`config.mk`:
```
export PLATFORM = sky130hd
export DESIGN_NAME = piso
export DESIGN_NICKNAME = d
export VERILOG_FILES = /design/src/rtl/piso_pkg.sv /design/src/rtl/chunk_counter.sv /design/src/rtl/piso.sv
export SDC_FILE = /design/constraint.sdc
export NUM_CORES = 1
export LEC_CHECK = 0
export BUFFER_PORTS_ARGS = -buffer_cell sky130_fd_sc_hd__clkbuf_2
export CAP_MARGIN = 10
export CORE_AREA = 5 5 81 83
export CTS_BUF_LIST = sky130_fd_sc_hd__clkbuf_2
export CTS_CLUSTER_DIAMETER = 100
export CTS_CLUSTER_SIZE = 14
export DETAILED_ROUTE_END_ITERATION = 10
export DIE_AREA = 0 0 86 88
export PLACE_DENSITY = 0.83
export SYNTH_ARGS = -nofsm -noshare
export SYNTH_HDL_FRONTEND = slang
export SYNTH_SLANG_ARGS = --single-unit
```
`constraint.sdc`:
```
create_clock -name clk -period 4.1 [get_ports clk]
set_input_delay 0.41 -clock clk [delete_from_list [all_inputs] [get_ports clk]]
set_output_delay 0.41 -clock clk [all_outputs]
set_load 0.1 [all_outputs]
```
`src/rtl/piso_pkg.sv`:
```
// Constants shared by the parallel-in/serial-out block and its serial-in/parallel-out
// counterpart: default geometry, chunk order and the handshake FSM states.
package piso_pkg;
  localparam int DEF_DEPTH = 8;
  localparam int DEF_WIDTH = 8;
  // Most-significant chunk travels first on the serial side.
  localparam bit MSB_FIRST = 1'b1;

  typedef enum logic {
    IDLE  = 1'b0,
    SHIFT = 1'b1
  } state_t;

  function automatic int cnt_w(input int depth);
    return $clog2(depth + 1);
  endfunction
endpackage

```
`src/rtl/chunk_counter.sv`:
```
// Remaining-chunk counter: loads DEPTH, decrements per chunk, flags the final chunk.
// Saturates at zero so a stray decrement can never wrap.
module chunk_counter
  import piso_pkg::*;
#(
  parameter int DEPTH = DEF_DEPTH
) (
  input  logic clk,
  input  logic rst,
  input  logic load,
  input  logic dec,
  output logic one
);
  localparam int CW = cnt_w(DEPTH);

  logic [CW-1:0] cnt;

  always_ff @(posedge clk or negedge rst) begin
    if (!rst)                    cnt <= '0;
    else if (load)               cnt <= CW'(DEPTH);
    else if (dec && cnt != '0)   cnt <= cnt - CW'(1);
  end

  assign one = (cnt == CW'(1));
endmodule

```
`src/rtl/piso.sv`:
```
// Parallel-in/serial-out shifter with valid/ready on both sides. The final-chunk
// handshake reopens the input in the same cycle so words stream with no gap.
module piso
  import piso_pkg::*;
#(
  parameter int DEPTH = DEF_DEPTH,
  parameter int WIDTH = DEF_WIDTH
) (
  input  logic                   clk,
  input  logic                   rst,
  input  logic [DEPTH*WIDTH-1:0] pi,
  input  logic                   pi_dv,
  output logic                   pi_rdy,
  output logic [WIDTH-1:0]       so,
  output logic                   so_dv,
  input  logic                   so_rdy,
  output logic                   so_last
);
  localparam int DW = DEPTH * WIDTH;

  state_t          state, state_nx;
  logic [DW-1:0]   sr;
  logic            cnt_one;
  logic            load, so_fire, final_fire;

  assign so_dv      = (state == SHIFT);
  assign so_last    = so_dv & cnt_one;
  assign so_fire    = so_dv & so_rdy;
  assign final_fire = so_fire & so_last;
  assign pi_rdy     = (state == IDLE) | final_fire;
  assign load       = pi_dv & pi_rdy;
  assign so         = MSB_FIRST ? sr[DW-1 -: WIDTH] : sr[WIDTH-1:0];

  always_ff @(posedge clk or negedge rst) begin
    if (!rst) state <= IDLE;
    else      state <= state_nx;
  end

  always_comb begin
    state_nx = state;
    if (load)            state_nx = SHIFT;
    else if (final_fire) state_nx = IDLE;
  end

  // Shift only on non-final chunks; the last chunk stays put until reload.
  always_ff @(posedge clk or negedge rst) begin
    if (!rst)                     sr <= '0;
    else if (load)                sr <= pi;
    else if (so_fire && !so_last) sr <= MSB_FIRST ? (sr << WIDTH) : (sr >> WIDTH);
  end

  chunk_counter #(.DEPTH(DEPTH)) u_cnt (
    .clk  (clk),
    .rst  (rst),
    .load (load),
    .dec  (so_fire),
    .one  (cnt_one)
  );
endmodule

```
Word-level counts from Yosys, hierarchy flattened:

Cells that the tools add are included.

* register bits after elaboration: 69
* input bits: 68
* output and inout bits: 11
* logic and storage cells: 24

* add/sub/neg operators: 1
* equal/unequal tests: 1
* muxes and demuxes: 6
* bitwise logic cells: 6
* reductions and logical operators: 7

Operators by type and width (number)
* 64-bit 2-to-1 mux: 2
* 4-bit 2-to-1 mux: 2
* 2-bit nonzero test: 3
* 1-bit bitwise AND: 4
* 4-bit by 1-bit equality test with 1-bit output (second input constant): 1
* 4-bit nonzero test: 1
* 4-bit by 1-bit subtractor with 4-bit output (second input constant): 1
* 1-bit logical AND: 2
* 1-bit 2-to-1 mux: 2
* 1-bit logical NOT: 1
* 1-bit inverter: 1
* 1-bit bitwise OR: 1

Longest topological paths before layout:

* depth after elaboration: 6
* depth in mapped cells: 7
* gate-level depth less buffers: 5

By module:

From an unflattened synthesis, not the netlist that was laid out.

* cell total of the unflattened synthesis: 394
* area total of the unflattened synthesis: 3891.2 µm²

Modules (own cells, without submodules)
* piso: times used 1, cells an instance 369, area an instance 3632.2 µm², sequential area each 1626.6 µm²
* chunk_counter: times used 1, cells an instance 25, area an instance 259.0 µm², sequential area each 100.1 µm²

Worst setup path after synthesis:

Ideal clock, no wire load.

* kind: reg-to-reg
* start: register state, in the netlist so_dv
* end: register u_cnt.cnt[2]
* library setup time: 0.094 ns
* arrival time: 2.205 ns
* data required time: 4.006 ns
* setup slack: 1.801 ns
* stages on the path, launching flop included: 3
* path buffers: 0
* clock period less this slack: 2.299 ns
* path through: dfrtp_1 > nand2_1 > a21oi_1

* word-level cells in the longest chain between the ends: 5
* elaborated cells on any way between the ends: 9
* classes of those cells: mux: 1; bitwise: 6; reduce/logical: 2

Ends and longest elaborated chain
* from (decl): RTL line piso.sv:21 `state_t state, state_nx;`
* from (signal assigned): RTL line piso.sv:36 `else state <= state_nx;`
* 1-bit bitwise AND (on tied branches): RTL line piso.sv:28, piso.sv:27
* 1-bit bitwise AND: RTL line piso.sv:29 `assign final_fire = so_fire & so_last;`
* 1-bit bitwise OR (*): RTL line piso.sv:30 `assign pi_rdy = (state == IDLE) | final_fire;`
* via pi_rdy: RTL line piso.sv:13 `output logic pi_rdy,`
* 1-bit bitwise AND (*): RTL line piso.sv:31 `assign load = pi_dv & pi_rdy;`
* 4-bit 2-to-1 mux or 2-bit nonzero test (tied branches)
* to (signal assigned): RTL line chunk_counter.sv:20 `else if (load) cnt <= CW'(DEPTH);`
* to (signal assigned): RTL line chunk_counter.sv:21 `else if (dec && cnt != '0) cnt <= cnt - CW'(1);`
* to (decl): RTL line chunk_counter.sv:16 `logic [CW-1:0] cnt;`

Mark *: on every way through the listed nets, which the timed path passes. The rest lies on a longest branch.
A chain may end at the register's enable or synchronous reset.

Final worst setup path:

* start: register u_cnt.cnt[1]
* end: output port so_last

* word-level cells in the longest chain between the ends: 2

Ends and longest elaborated chain
* 4-bit by 1-bit equality test with 1-bit output: RTL line chunk_counter.sv:24 `assign one = (cnt == CW'(1));`
* 1-bit bitwise AND: RTL line piso.sv:27 `assign so_last = so_dv & cnt_one;`
* to (decl): RTL line piso.sv:17 `output logic so_last`

Every way passes these cells.

==> metrics.yaml <==
status: "complete, no violations"
ys_top_cells_by_area: "dfrtp_1 52%, o221a_1 15%, or3_1 11%"
r2r-start: "u_cnt.cnt[0]$_DFFE_PN0P_"
clk_pin_slew_ps: 200
clock_path_buffers: 2
die_w_um: 86
final_hold_viol_count: 0
post_cts_resized: 0
drt_iter0_drc: 101
final_common_cell: "clkbuf_2"
route.detailed.drc: 0
maxCapViolCount: 0
worstHoldStart: "pi[2]"
finalSetupViolCount: 0
leakagePower_nw: 1.66
drv_slew: 0
syn-mean-instance-area_um2: 12.3
path_delay_family: "buffers and inverters"
mostFrequentLayoutCells: "88 x clkbuf_2, 69 x dfrtp_1, 59 x or3_1, 45 x o221a_1"
clkLatencyLatePin_ps: 500
vias_per_cell: 5.88
io_buffers: 78
coreArea_um2: 5780
yosysWarnings: 0
clockRootBuffer: "clkbuf_2"
fmax_mhz: 333
cp_num_buf_inv: 3
yosys.area.top_type: "dfrtp_1"
final_util_pct: 64.1
max_slew.worst_pin.slew_ps: 992
arrival_ps: 2590
holdCritPathClass: "in2reg"
postCtsSetupRepairBufs: 0
synthToLayoutAreaGrowth_pct: 12.1
htreeDepth: 3
synth_cells: 269
finalPower_mw: 2.61
final_nets: 398
worstPathRequired_ps: 3690
grt_first_pass_wirelength_um: 11400
min_period_ps: 3000
finalClockSkew_ps: 20.0
relSlewSlack_pct: 33.7
critPathLaunch: "u_cnt.cnt[1]$_DFFE_PN0P_"
rows: 28
seq_area_frac_synth_pct: 52.3
worstPathCellList: "inv_1 -> ha_1 -> nor3b_4 -> buf_4 -> and2_1 -> clkbuf_2"
synth-seq-cells: 69
cp_max_fo: 65
powerDensity_nw_per_um2: 705
finalCritPeriodShare_pct: 73.3
setup_tns_ps: 0
holdBufCountCts: 1
die_h_um: 88
io_pins: 79
syn_nets: 339
rsz0062_at_grt: "false"
grt_max_degree: 71
drive_gt1_share_pct: 33.6
gp_congestion: 0.774
gr-total-overflow: 0
slowest_stage: "buf_4"
num_vias: 2398
wirelength_um: 6910
n_antenna_cell: 0
critPathLaunchType: "register"
synth_top_area_share_pct: 52.3
tritoncts: "done"
numCtsBuffers: 9
crit_path_end_kind: "primary output"
path_class: "reg2out"
syn_area_um2: 3300
drt-wirelength-per-cell_um: 16.9
grtUsageTotal_pct: 19.3
initial_core_util_pct: 57.2
yosysUniqueCellTypes: 26
ant_nets: 0
grt_pass1_vias: 2384
antenna_found_initial: 0
firstDrtPassIters: 4
dieArea_um2: 7570
dp_hpwl_um: 4450
slowest_delay_ps: 490
cts.sinks: 69
ir_drop_uv: 435
-- area by class of cell --
type,count,area (um2)
clock inverters,5,51.3
inverters,11,41.3
flip-flops and latches,69,1730
repair buffers,83,430
clock buffers,11,55.1
fillers,461,2080
well taps,75,93.8
multi-input cells,154,1310
-- layer usage --
layer | vias to the layer above | global-route usage, % | wire length [um]
li1 | 1153 | - | -
met1 | 1151 | 26.4 | 3120
met2 | 76 | 28.6 | 3180
met3 | 18 | 4.23 | 404
met4 | 0 | 10.6 | 208
met5 | - | 0 | 0
-- cells in the mapped netlist (all sizes together) --
cell type	number
a21boi	2
or3	59
dfrtp	69
buf	27
or4	1
o21ai	11
a21oi	2
mux2i	10
nor2b	1
and2	1
nand3	2
nand4bb	1
nand2	3
clkbuf	8
inv	11
nor3b	2
a21o	1
ha	2
o221a	56
-- state kept, by name (all words and copies together), names as in the netlist --
register	count
sr	64
so_dv	1
u_cnt.cnt	4
-- through the flow --
stage | instance area, um2 | hold WS [ps] | std cells | setup slack, ps
floorplan | 3300 | 114 | 269 | 1800
global placement | 3590 | 519 | 391 | 1730
detailed placement | 3590 | 525 | 391 | 1670
CTS | 3700 | 57.5 | 408 | 1080
global route | 3700 | 34.6 | 408 | 892
finish | 3700 | 81.6 | 408 | 1100
-- logic make-up after synthesis --
group / Yosys count / share of synthesized area [%]
adder cells (fa/ha/maj): 2 / 0.757
AO/OA/AOI/OAI: 72 / 21.8
buffers and inverters: 46 / 8.67
AND/OR/NAND/NOR: 70 / 13.4
flip-flops: 69 / 52.3
multiplexers: 10 / 3.03
-- power breakdown --
part | internal (mW) | switching, mW
sequential | 0.963 | 0.159
combinational | 0.466 | 0.647
clock | 0.142 | 0.235
-- path summary, 6_finish.rpt --
kind                                             to  slack [ps]  depth (start not counted)
setup reg to reg                 sr[12]$_DFFE_PN0P_        1770                          5
min in group asynchronous  u_cnt.cnt[1]$_DFFE_PN0P_         480                          2
setup / recovery                            so_last        1100                          6
max in group asynchronous        sr[57]$_DFFE_PN0P_        2650                          3
hold / removal                    sr[2]$_DFFE_PN0P_          80                          3
hold reg to reg                   sr[2]$_DFFE_PN0P_         550                          2
-- worst reg2reg max path, delay by kind of cell (launching register included) --
family                   cells  cell delay, ps
AO/OA/AOI/OAI                2            1020
adder cells (fa/ha/maj)      1             230
buffers and inverters        1             400
flip-flops                   1             450
AND/OR/NAND/NOR              1             170
Note: power is estimated with default switching activity, not from simulation.
